**config.mk**
```make
export PLATFORM = sky130hd
export DESIGN_NAME = act_stage
export DESIGN_NICKNAME = d
export VERILOG_FILES = /design/src/rtl/act_stage.sv
export SDC_FILE = /design/constraint.sdc
export NUM_CORES = 1
export LEC_CHECK = 0
export BUFFER_PORTS_ARGS = -buffer_cell sky130_fd_sc_hd__buf_2
export CAP_MARGIN = 20
export CELL_PAD_IN_SITES_DETAIL_PLACEMENT = 1
export CELL_PAD_IN_SITES_GLOBAL_PLACEMENT = 1
export CORE_AREA = 2 2 234 236
export DETAILED_ROUTE_END_ITERATION = 10
export DIE_AREA = 0 0 236 238
export PLACE_DENSITY_LB_ADDON = 0.12
export SYNTH_ARGS = -nofsm -noshare
export SYNTH_HDL_FRONTEND = slang
export SYNTH_SLANG_ARGS = --single-unit
```
**constraint.sdc**
```tcl
create_clock -name clock -period 49 [get_ports clock]
set_input_delay 14.7 -clock clock [delete_from_list [all_inputs] [get_ports clock]]
set_output_delay 14.7 -clock clock [all_outputs]
set_load 0.02 [all_outputs]
```
**src/rtl/act_stage.sv**
```systemverilog
// act_stage: captures a dot_prod result vector, adds per-row bias with saturation,
// applies hard sigmoid (or hard tanh when ACT_TANH_EN is defined) and streams one row per cycle.
module act_stage #(
    parameter int NROW         = 16,
    parameter int QN           = 6,
    parameter int QM           = 11,
    parameter int BITWIDTH     = QN + QM + 1,
    parameter int IDX_BITWIDTH = $clog2(NROW)
) (
    input  logic                     clock,
    input  logic                     reset,
    input  logic                     dataReady,
    input  logic [NROW*BITWIDTH-1:0] outputVec,
    input  logic [NROW*BITWIDTH-1:0] biasVec,
    input  logic                     outReady,
    output logic                     outValid,
    output logic [BITWIDTH-1:0]      outData,
    output logic [IDX_BITWIDTH-1:0]  outIndex,
    output logic                     outLast,
    output logic                     busy,
    output logic                     overrun,
    output logic                     stateDbg
);

    // Handshake: a beat transfers on a rising edge where outValid && outReady; once outValid
    // is high the payload holds until that transfer and outValid only drops after it (or on reset).

    typedef enum logic {IDLE, RUN} state_t;

    localparam logic signed [BITWIDTH-1:0] MAXV    = {1'b0, {(BITWIDTH-1){1'b1}}};
    localparam logic signed [BITWIDTH-1:0] MINV    = {1'b1, {(BITWIDTH-1){1'b0}}};
    localparam logic signed [BITWIDTH-1:0] ONE     = BITWIDTH'(2**QM);
    localparam logic signed [BITWIDTH-1:0] NEG_ONE = -ONE;
    localparam logic signed [BITWIDTH-1:0] HALF    = BITWIDTH'(2**(QM-1));
    localparam logic signed [BITWIDTH-1:0] ZERO    = '0;
    localparam logic [IDX_BITWIDTH-1:0]    LAST_ROW = IDX_BITWIDTH'(NROW - 1);

    state_t                    state;
    logic                      prevReady;
    logic                      capture;
    logic                      load;
    logic                      lastAccept;
    logic                      allLoaded;
    logic [IDX_BITWIDTH-1:0]   rowCnt;
    logic [BITWIDTH-1:0]       rowVal  [NROW];
    logic [BITWIDTH-1:0]       rowBias [NROW];
    logic signed [BITWIDTH:0]  sumWide;
    logic signed [BITWIDTH-1:0] sumSat;
    logic signed [BITWIDTH-1:0] actVal;
`ifndef ACT_TANH_EN
    logic signed [BITWIDTH-1:0] shifted;
`endif

    always_comb begin
        capture    = dataReady & ~prevReady;
        load       = (state == RUN) && !allLoaded && (!outValid || outReady);
        lastAccept = outValid & outReady & outLast;
        busy       = (state == RUN);
        stateDbg   = state;
    end

    // One extra bit of headroom makes the overflow test a simple top-two-bits compare.
    always_comb begin
        sumWide = $signed({rowVal[rowCnt][BITWIDTH-1], rowVal[rowCnt]})
                + $signed({rowBias[rowCnt][BITWIDTH-1], rowBias[rowCnt]});
        if (sumWide[BITWIDTH] != sumWide[BITWIDTH-1])
            sumSat = sumWide[BITWIDTH] ? MINV : MAXV;
        else
            sumSat = sumWide[BITWIDTH-1:0];
    end

`ifdef ACT_TANH_EN
    always_comb begin
        if (sumSat > ONE)
            actVal = ONE;
        else if (sumSat < NEG_ONE)
            actVal = NEG_ONE;
        else
            actVal = sumSat;
    end
`else
    always_comb begin
        shifted = (sumSat >>> 2) + HALF;
        if (shifted < ZERO)
            actVal = ZERO;
        else if (shifted > ONE)
            actVal = ONE;
        else
            actVal = shifted;
    end
`endif

    // The bank is only meaningful in RUN, so it needs no reset value.
    always_ff @(posedge clock) begin
        if (reset && state == IDLE && capture) begin
            for (int r = 0; r < NROW; r++) begin
                rowVal[r]  <= outputVec[r*BITWIDTH +: BITWIDTH];
                rowBias[r] <= biasVec[r*BITWIDTH +: BITWIDTH];
            end
        end
    end

    always_ff @(posedge clock) begin
        if (!reset) begin
            state     <= IDLE;
            prevReady <= 1'b0;
            rowCnt    <= '0;
            allLoaded <= 1'b0;
            outValid  <= 1'b0;
            outData   <= '0;
            outIndex  <= '0;
            outLast   <= 1'b0;
            overrun   <= 1'b0;
        end else begin
            prevReady <= dataReady;
            case (state)
                IDLE: begin
                    if (capture) begin
                        state     <= RUN;
                        rowCnt    <= '0;
                        allLoaded <= 1'b0;
                    end
                end
                RUN: begin
                    if (capture)
                        overrun <= 1'b1;
                    if (load) begin
                        outValid <= 1'b1;
                        outData  <= actVal;
                        outIndex <= rowCnt;
                        outLast  <= (rowCnt == LAST_ROW);
                        rowCnt   <= rowCnt + 1'b1;
                        if (rowCnt == LAST_ROW)
                            allLoaded <= 1'b1;
                    end else if (outValid && outReady) begin
                        outValid <= 1'b0;
                    end
                    if (lastAccept)
                        state <= IDLE;
                end
                default: state <= IDLE;
            endcase
        end
    end

endmodule
```
==> impl_metrics.py, run 1 <==
metrics = {
    "sta": {
        "finalWorstSetupSlack_ns": 30.65,
        "fin_crit_ns": 18.35,
        "slew_viol_final": 0,
        "clock.fmax_ghz": 0.0545,
        "tns_ns": 0,
        "setup_viol": 0,
        "fin_skew_ns": 0.0264,
        "whs_ns": 0.463,
        "rsz0062_at_grt": "no",
        "relSlewSlack": 0.259,
        "fin_crit_sh": 0.374,
        "timing.final.hold_violations": 0,
        "worst_slew_pin_slew_ns": 1.11,
    },
    "min_path": {
        "worstHoldEndpoint": "outData[6]$_SDFFE_PN0P_",
        "holdCritStartpoint": "outData[6]$_SDFFE_PN0P_",
        "whs_path_depth": 1,
        "hold_path_class": "reg2reg",
    },
    "critical_path": {
        "critical_path_arrival_ns": 18.56,
        "crit_slowest_cell": "and2_4",
        "critPathKind": "in2reg",
        "path_max_fanout": 82,
        "end_kind": "flop",
        "cp.required_ns": 49.21,
        "r2r-end": "outData[7]$_SDFFE_PN0P_",
        "startpoint_type": "input pin",
        "critPathMostFrequentCell": "buf_4",
        "reg2reg_slack_ns": 39.99,
        "slowest_delay_ns": 0.95,
        "worstRegToRegCells": 25,
        "cp_cell_sequence": "buf_2 > nor3b_1 > and2_4 > buf_4 > buf_4 > buf_4",
    },
    "layout": {
        "most-common-layout-cells": "buf_2 (604), edfxtp_1 (576), mux4_2 (170)",
        "drive_gt1_frac": 0.492,
        "layout_commonest_cell": "buf_2",
        "fin_nets": 2362,
        "seq_area_mm2": 0.0180,
        "fin_cells": 2528,
        "multi_input_area_mm2": 0.00583,
        "fillers": 4954,
        "area_growth_syn_to_layout_pct": 24.5,
    },
    "routing": {
        "wl_um": 66200,
        "drt-pass1-iter-count": 5,
        "ant_nets": 0,
        "met3_length_um": 4810,
        "met1Wirelength_um": 24700,
        "avgViaCountPerCell": 5.40,
        "drcViolationCount": 0,
        "wl_met2_um": 35000,
        "drtIter0Drc": 782,
        "wl_per_cell_um": 26.2,
        "routed.top_layer": "met5",
        "vias": 13600,
    },
    "cts": {
        "root_buffer": "clkbuf_16",
        "cts_max_level": 3,
        "cts.sinks": 610,
        "ctsHoldBuffers": 0,
        "numCtsBuffers": 67,
        "cts_resized": 0,
        "clk-insertion-delay-late_ns": 0.60,
        "clkTransAtPathRegs_ns": 0.05,
        "cts_post_setup_buffers_inserted": 0,
        "clk_path_buf_depth": 3,
        "cts_tree": "done",
    },
    "run": {
        "drv_cap": 0,
    },
    "global_route": {
        "grt_pass1_vias": 15100,
        "antenna_found_initial": 39,
        "grt_max_degree": 88,
        "track_usage": 0.234,
        "grt_pass1_wl_um": 95200,
        "grt-ovfl-total": 0,
    },
    "floorplanning": {
        "initial_core_util": 0.450,
        "dieWidth_um": 236,
        "coreArea_mm2": 0.0535,
        "design.die.area_mm2": 0.0562,
        "dieHeight_um": 238,
        "ioPinCount": 607,
        "fp-row-count": 85,
    },
    "synthesis": {
        "synthTopCellsByArea": "edfxtp_1 (72%), mux4_2 (16%), dfxtp_1 (2.8%)",
        "syn_avg_cell_area_um2": 21.3,
        "synth_edf_count": 576,
        "synth_ff_type": "edfxtp_1",
        "yosysWarnings": 0,
        "syn_inst": 1130,
        "synth_top_cell_area_share": 0.718,
        "syn-cell-area_mm2": 0.0241,
        "seq_area_frac_synth": 0.746,
        "yosys.area.top_type": "edfxtp_1",
        "async_reset_ff_frac": 0,
        "ys_seq_elements": 610,
        "yosysUniqueCellTypes": 66,
    },
    "pwr": {
        "ir_worst_vdd_mv": 0.0387,
        "power.density_mw_per_mm2": 40.6,
        "p_leak_nw": 10.8,
    },
    "place": {
        "place_ws_ns": 30.08,
        "port_buffers": 604,
        "gp_congestion": 0.805,
        "dpl.hpwl_um": 48700,
        "dp_cells": 2387,
    },
    "run_status": {
        "status": "finished, final reports clean",
    },
}
## how the worst max path moves through the flow
stage	to	cells after the start	startpoint
after floorplan	rowBias[0][0]$_DFFE_PP_	2	dataReady
after global placement	rowVal[13][11]$_DFFE_PP_	6	dataReady
after detailed placement	rowVal[14][11]$_DFFE_PP_	6	dataReady
after CTS	rowVal[14][11]$_DFFE_PP_	6	dataReady
after global routing	rowBias[1][12]$_DFFE_PP_	6	dataReady
final	rowVal[4][12]$_DFFE_PP_	6	dataReady
## registers in the layout, summed over array words and instances (netlist names), named ones only
name,count
outData,16
busy,1
outValid,1
rowCnt,4
outIndex,4
overrun,1
rowBias,288
prevReady,1
outLast,1
allLoaded,1
rowVal,288
## stage by stage
step | area, um^2 | utilization | total power, mW
2_1_floorplan | 24100 | - | 0.712
3_3_place_gp | 27900 | 0.521 | 0.745
3_5_place_dp | 27900 | 0.521 | 0.750
4_1_cts | 29900 | 0.560 | 1.23
5_1_grt | 30000 | 0.561 | 1.26
6_report | 30000 | 0.561 | 1.22
## area by class of cell
class	count	share of cell area
clock buffers	88	0.0606
multi-input cells	453	0.194
inverters	9	0.00113
clock inverters	30	0.00868
diodes	23	0.00192
flip-flops and latches	610	0.600
repair buffers	619	0.105
well taps	696	0.0290
## metal layers
metal  vias to the layer above  track usage
li1                       6056            -
met1                      6973        0.268
met2                       459        0.416
met3                       120       0.0794
met4                        36       0.0693
met5                         -            0
## critical path, delay by kind of cell
| kind | cells | cell delay [ns] |
|---|---|---|
| buffers and inverters | 4 | 2.29 |
| AND/OR/NAND/NOR | 2 | 1.44 |
## cells in the mapped netlist (all sizes together), types with 6 or more instances
| master | number |
|---|---|
| a21o | 12 |
| a21oi | 14 |
| and2 | 13 |
| and3 | 8 |
| buf | 20 |
| clkbuf | 39 |
| dfxtp | 34 |
| edfxtp | 576 |
| ha | 22 |
| inv | 9 |
| mux2i | 6 |
| mux4 | 170 |
| nand2 | 23 |
| nand3 | 12 |
| nand4 | 8 |
| nor2 | 22 |
| nor2b | 12 |
| o21a | 9 |
| o21ai | 17 |
| xnor2 | 11 |
## logic make-up (layout without fill, tap and decap cells)
kind of cell / Yosys count / count (layout) / synth area share
flip-flops: 610 / 610 / 0.746
AO/OA/AOI/OAI: 105 / 105 / 0.0324
XOR/XNOR: 15 / 15 / 0.00545
AND/OR/NAND/NOR: 133 / 133 / 0.0311
adder cells (fa/ha/maj): 22 / 22 / 0.0114
other: 1 / 25 / 0.000156
multiplexers: 176 / 176 / 0.161
buffers and inverters: 68 / 746 / 0.0121
## where the power goes
part / internal, mW / total [mW] / switching (mW)
Clock: 0.278 / 0.479 / 0.201
Combinational: 0.0623 / 0.135 / 0.0729
Sequential: 0.595 / 0.602 / 0.00750
Total: 0.935 / 1.22 / 0.281
(Power assumes the default switching activity.)
==> run 2: changes to the inputs <==
Settings changed: CORE_AREA 2 2 234 236 to default, CORE_ASPECT_RATIO from default to 1.75, CORE_MARGIN from default to 2, CORE_UTILIZATION from default to 41, DIE_AREA 0 0 236 238 to default.
Clock period 49 ns to 15.8 ns, I/O delays scaled along.
==> run 2 against run 1 <==
  * Die area is 8.3% higher
  * Flip-flop and latch count did not move
  * Setup slack lost 24 ns
  * Global-route usage down 0.87 points
  * Via count fell by 0.76%
  * Critical endpoint is now outData[7]$_SDFFE_PN0P_
  * Combinational power increased to 3.2 times the previous value
  * Worst hold slack got worse by 0.0089 ns
  * Sequential power increased to 3.1 times the previous value
  * Critical path type is now reg2reg
==> impl_metrics.py, run 2 (synthesis results as in run 1) <==
metrics = {
    "sta": {
        "tns_ns": 0,
        "setup_viol": 0,
        "rsz0062_at_grt": "no",
        "relSlewSlack": 0.0432,
        "slew_viol_final": 0,
        "fin_skew_ns": 0.0183,
        "worst_slew_pin_slew_ns": 1.44,
        "clock.fmax_ghz": 0.113,
        "whs_ns": 0.455,
        "timing.final.hold_violations": 0,
        "fin_crit_sh": 0.559,
        "fin_crit_ns": 8.84,
    },
    "pwr": {
        "power.density_mw_per_mm2": 122,
        "ir_worst_vdd_mv": 0.0899,
        "p_leak_nw": 10.7,
    },
    "layout": {
        "largestRegisters": "rowBias x288, rowVal x288, outData x16",
        "fin_cells": 2593,
        "most-common-layout-cells": "buf_2 (605), edfxtp_1 (576), mux4_2 (170)",
        "layout_commonest_cell": "buf_2",
        "drive_gt1_frac": 0.493,
        "fillers": 5501,
        "fin_nets": 2351,
        "area_growth_syn_to_layout_pct": 23.9,
        "fin_area_mm2": 0.0298,
    },
    "min_path": {
        "hold_path_class": "reg2reg",
    },
    "global_route": {
        "track_usage": 0.225,
        "grt_pass1_vias": 15500,
        "grt_max_degree": 215,
        "grt-ovfl-total": 0,
        "antenna_found_initial": 39,
        "grt_pass1_wl_um": 99800,
    },
    "routing": {
        "drt-pass1-iter-count": 5,
        "vias": 13500,
        "drtIter0Drc": 783,
        "drcViolationCount": 0,
        "wl_um": 68300,
        "wl_per_cell_um": 26.3,
        "ant_nets": 0,
        "avgViaCountPerCell": 5.22,
    },
    "critical_path": {
        "critical_path_arrival_ns": 9.39,
        "path_max_fanout": 43,
        "slowest_delay_ns": 0.77,
        "cp.required_ns": 16.35,
        "critPathKind": "reg2reg",
        "end_kind": "flop",
        "crit_slowest_cell": "buf_4",
        "critPathMostFrequentCell": "ha_1",
        "startpoint_type": "flop",
    },
    "cts": {
        "cts.sinks": 610,
        "clkTransAtPathRegs_ns": 0.06,
        "clk-insertion-delay-late_ns": 0.63,
        "cts_max_level": 2,
        "cts_resized": 0,
        "cts_tree": "done",
        "root_buffer": "clkbuf_16",
        "clk_path_buf_depth": 3,
        "cts_post_setup_buffers_inserted": 0,
        "numCtsBuffers": 56,
        "ctsHoldBuffers": 0,
    },
    "floorplanning": {
        "coreArea_mm2": 0.0581,
        "dieHeight_um": 325,
        "ioPinCount": 607,
        "design.die.area_mm2": 0.0608,
        "fp-row-count": 117,
        "dieWidth_um": 187,
        "initial_core_util": 0.415,
    },
    "place": {
        "place_area_mm2": 0.0280,
        "dp_cells": 2462,
        "port_buffers": 604,
        "gp_congestion": 0.799,
        "dpl.hpwl_um": 50900,
    },
    "run": {
        "drv_cap": 0,
    },
    "run_status": {
        "status": "finished, final reports clean",
    },
}
[run 2: changes by cell type in the layout (fill, tap and decap cells not counted), moves of 2 or more]
cell,before,now
clkinv_2,5,13
clkinv_4,2,0
clkbuf_8,2,4
buf_4,15,12
clkinv_1,12,9
clkinv_8,2,0
clkbuf_16,69,57
clkbuf_1,17,12
[run 2: worst paths after layout]
path / start / to / slack [ns] / cells after the start
min: outData[15]$_SDFFE_PN0P_ / outData[15]$_SDFFE_PN0P_ / 0.45 / 1
max: flop / outData[7]$_SDFFE_PN0P_ / 6.96 / 25
min reg2reg: outData[15]$_SDFFE_PN0P_ / outData[15]$_SDFFE_PN0P_ / 0.45 / 1
max reg2reg: flop / outData[7]$_SDFFE_PN0P_ / 6.96 / 25
[run 2: final cells by class]
cell class | instances | area, um^2 | share of cell area
Timing Repair Buffer | 619 | 3170 | 0.106
Clock buffer | 73 | 1530 | 0.0511
Inverter | 9 | 33.8 | 0.00113
Clock inverter | 32 | 268 | 0.00897
Sequential cell | 610 | 18000 | 0.603
Antenna cell | 24 | 60.1 | 0.00201
Tap cell | 773 | 967 | 0.0324
Multi-Input combinational cell | 453 | 5830 | 0.195
[run 2: per-stage QoR]
step	utilization	setup slack [ns]	power [mW]
2_1_floorplan	-	3.20	2.19
3_3_place_gp	0.481	6.64	2.32
3_5_place_dp	0.481	6.87	2.33
4_1_cts	0.512	6.84	3.67
5_1_grt	0.513	5.97	3.77
6_report	0.514	6.96	3.63
[run 2: report_power, final]
part | switching, mW | internal [mW] | leakage, nW
logic | 0.235 | 0.193 | 4.22
registers | 0.0210 | 1.84 | 5.59
clock network | 0.592 | 0.747 | 0.881
total | 0.849 | 2.78 | 10.7
[run 2: metal layers]
metal	GRT usage	routed length [um]	vias to the layer above
met5	0	149	-
met4	0.0807	2080	24
met3	0.0606	4660	115
met2	0.426	38100	519
met1	0.237	23400	6865
li1	-	-	6017
[run 2: critical path, delay by kind of cell, from the launching register on]
kind            cells  cell delay, ns
compound gates      9            2.35
fa+ha+maj           3            1.24
buf+inv             5            2.07
xor+xnor            2            0.24
simple gates        4            1.14
mux                 2            1.06
flops               1            0.60
==> run 3: changes to the inputs <==
Settings changed: ABC_AREA from default to 1, CORE_UTILIZATION 41 to 38.
Clock period 15.8 ns to 7.3 ns, I/O delays scaled along.
==> run 3 against run 2 <==
  * Global-route usage rose by 4.6 points
  * Synthesized area rose by 3.6%
  * Critical path depth rose by 4
  * Count of clock-buffer cells in the layout fell by 7
  * Cell area rose by 3.4%
  * Synthesized cell count rose by 78%
  * Wire length rose by 37%
  * Combinational power rose to 2.9 times the previous value
  * Setup slack got worse by 6.1 ns
  * Sequential share of layout area fell by 2.0 points
  * Maximum frequency rose by 37%
  * First-iteration DRC count rose by 29%
  * Critical endpoint is now outData[3]$_SDFFE_PN0P_
  * Largest cell class unchanged
==> impl_metrics.py, run 3 <==
metrics = {
    "sta": {
        "relSlewSlack": 0.238,
        "fin_skew_ns": 0.00859,
        "slew_viol_final": 0,
        "clock.fmax_ghz": 0.155,
        "rsz0062_at_grt": "no",
        "fin_crit_sh": 0.884,
        "tns_ns": 0,
        "setup_viol": 0,
        "timing.final.hold_violations": 0,
        "whs_ns": 0.433,
        "finalWorstSetupSlack_ns": 0.847,
        "worst_slew_pin_slew_ns": 1.14,
        "fin_crit_ns": 6.45,
    },
    "routing": {
        "drt-pass1-iter-count": 5,
        "drcViolationCount": 0,
        "wl_um": 93300,
        "avgViaCountPerCell": 5.46,
        "wl_per_cell_um": 26.8,
        "vias": 19000,
        "drtIter0Drc": 1007,
        "ant_nets": 0,
    },
    "min_path": {
        "worstHoldEndpoint": "outData[14]$_SDFFE_PN0P_",
        "holdCritStartpoint": "outData[14]$_SDFFE_PN0P_",
        "hold_path_class": "reg2reg",
        "whs_path_depth": 2,
    },
    "pwr": {
        "swShare": 0.268,
        "p_seq_frac": 0.484,
        "p_leak_nw": 11.7,
        "power.density_mw_per_mm2": 271,
        "ir_worst_vdd_mv": 0.233,
        "p_sw_mw": 2.24,
        "p_clk_frac": 0.368,
        "total_power_mw": 8.36,
        "power_frac_comb": 0.148,
        "p_int_mw": 6.11,
    },
    "synthesis": {
        "yosys.area.top_type": "edfxtp_1",
        "synth_edf_count": 576,
        "syn_avg_cell_area_um2": 12.4,
        "synth_top_cell_area_share": 0.693,
        "syn-cell-area_mm2": 0.0250,
        "synth_ff_type": "edfxtp_1",
        "yosysWarnings": 0,
        "seq_area_frac_synth": 0.720,
        "synthTopCellsByArea": "edfxtp_1 (69%), o21ai_0 (5.8%), nor2_1 (4.8%)",
        "netlist_top_cells_count": "edfxtp_1 (576), nor2_1 (318), o21ai_0 (290)",
        "post-synth-top-count-cell": "edfxtp_1",
        "yosysUniqueCellTypes": 41,
        "syn_inst": 2017,
        "ys_seq_elements": 610,
        "async_reset_ff_frac": 0,
    },
    "critical_path": {
        "reg2reg_slack_ns": 0.85,
        "path_max_fanout": 44,
        "critical_path_arrival_ns": 7.01,
        "worstRegToRegCells": 29,
        "slowest_delay_ns": 0.86,
        "cp.required_ns": 7.86,
        "end_kind": "flop",
        "startpoint_type": "flop",
        "crit_slowest_cell": "inv_2",
        "r2r-end": "outData[3]$_SDFFE_PN0P_",
        "path_buf_inv": 4,
        "critical-path-top-delay-family": "simple AND/OR/NAND/NOR gates",
        "critPathKind": "reg2reg",
    },
    "cts": {
        "numCtsBuffers": 57,
        "clk_path_buf_depth": 3,
        "cts_post_setup_buffers_inserted": 0,
        "cts.sinks": 610,
        "cts_resized": 0,
        "ctsHoldBuffers": 0,
        "clk-insertion-delay-late_ns": 0.63,
        "cts_tree": "done",
        "clkTransAtPathRegs_ns": 0.06,
        "root_buffer": "clkbuf_16",
        "cts_max_level": 2,
    },
    "layout": {
        "most-common-layout-cells": "buf_2 (604), edfxtp_1 (576), nor2_1 (316)",
        "fin_nets": 3184,
        "fin_cells": 3476,
        "fillers": 7028,
        "fin_area_mm2": 0.0309,
        "largestRegisters": "rowBias x288, rowVal x288, outData x16",
        "layout_commonest_cell": "buf_2",
        "drive_gt1_frac": 0.281,
        "area_growth_syn_to_layout_pct": 23.7,
        "final_util": 0.474,
    },
    "floorplanning": {
        "design.die.area_mm2": 0.0678,
        "dieHeight_um": 343,
        "initial_core_util": 0.383,
        "coreArea_mm2": 0.0652,
        "ioPinCount": 607,
        "dieWidth_um": 198,
        "fp-row-count": 124,
    },
    "global_route": {
        "grt_use_met3": 0.0639,
        "antenna_found_initial": 53,
        "grt_pass1_wl_um": 132000,
        "track_usage": 0.271,
        "busiest_layer": "met2",
        "gr-usage-met1": 0.288,
        "grt-ovfl-total": 0,
        "grt_pass1_vias": 20500,
        "grt_max_degree": 142,
        "grtUsageMet2": 0.489,
    },
    "place": {
        "gp_congestion": 0.889,
        "place_area_mm2": 0.0289,
        "dp_cells": 3342,
        "port_buffers": 604,
        "place_ws_ns": 0.776,
        "dpl.hpwl_um": 67900,
    },
    "run_status": {
        "status": "finished, final reports clean",
    },
    "run": {
        "drv_cap": 0,
    },
}
-- run 3: cell types whose count changed in the layout (fill, tap and decap cells not counted), sizes merged, moves of 12 or more --
cell    before  now
a21oi       14   37
and2        13    0
buf        619  636
inv         12   60
mux4       170    0
nand2       23  222
nand3       12  100
nor2        22  319
nor2b       12    0
o211ai       3   38
o21ai       17  292
o221ai       1  102
o22ai        2   34
-- run 3: logic make-up (layout without fill, tap and decap cells) --
kind of cell               count (synthesis)  in the layout  share of synthesized area
AOI/OAI and AO/OA                        517            517                      0.126
and+or+nand+nor                          671            671                      0.111
adders and majority gates                 22             22                     0.0110
DFF                                      610            610                      0.720
xor gates and xnor gates                   4              4                    0.00140
other                                      1             29                   0.000150
buffers and inverters                    192            804                     0.0307
-- run 3: worst min-delay path, stage by stage (launching register included) --
cell     delay [ns]
dfxtp_1        0.31
nand2_1        0.05
nor2_1         0.03
-- run 3: final cells by class --
class / instances / area (um^2) / area share
timing repair buffer: 636 / 3400 / 0.110
clock inverter: 41 / 417 / 0.0135
sequential: 610 / 18000 / 0.583
clock buffer: 66 / 1480 / 0.0480
multi-input combinational: 1216 / 6230 / 0.202
tap: 819 / 1020 / 0.0332
inverter: 61 / 251 / 0.00815
antenna: 27 / 67.6 / 0.00219
-- run 3: how the worst max path moves through the flow --
stage | from | to | slack (ns) | cells after the start
after floorplan | dataReady | rowBias[0][0]$_DFFE_PP_ | -4.06 | 4
after global placement | flop | outData[2]$_SDFFE_PN0P_ | 0.80 | 29
after detailed placement | flop | outData[3]$_SDFFE_PN0P_ | 0.78 | 29
after CTS | flop | outData[3]$_SDFFE_PN0P_ | 0.75 | 29
after global routing | flop | outData[3]$_SDFFE_PN0P_ | 0.32 | 32
final | flop | outData[3]$_SDFFE_PN0P_ | 0.85 | 29
-- run 3: routing by layer --
metal,vias to the layer above,part of all wire,wire (um)
li1,8653,-,-
met1,9384,0.36,33200
met2,676,0.53,49000
met3,222,0.061,5730
met4,44,0.054,5080
met5,-,0.0030,284
-- run 3: power by group through the flow --
stage | registers, mW | clock network (mW) | logic (mW)
2_1_floorplan | 4.14 | 0 | 0.728
3_3_place_gp | 4.11 | 0 | 1.25
3_5_place_dp | 4.12 | 0 | 1.26
4_1_cts | 4.04 | 3.14 | 1.27
5_1_grt | 4.05 | 3.26 | 1.38
6_report | 4.04 | 3.07 | 1.24
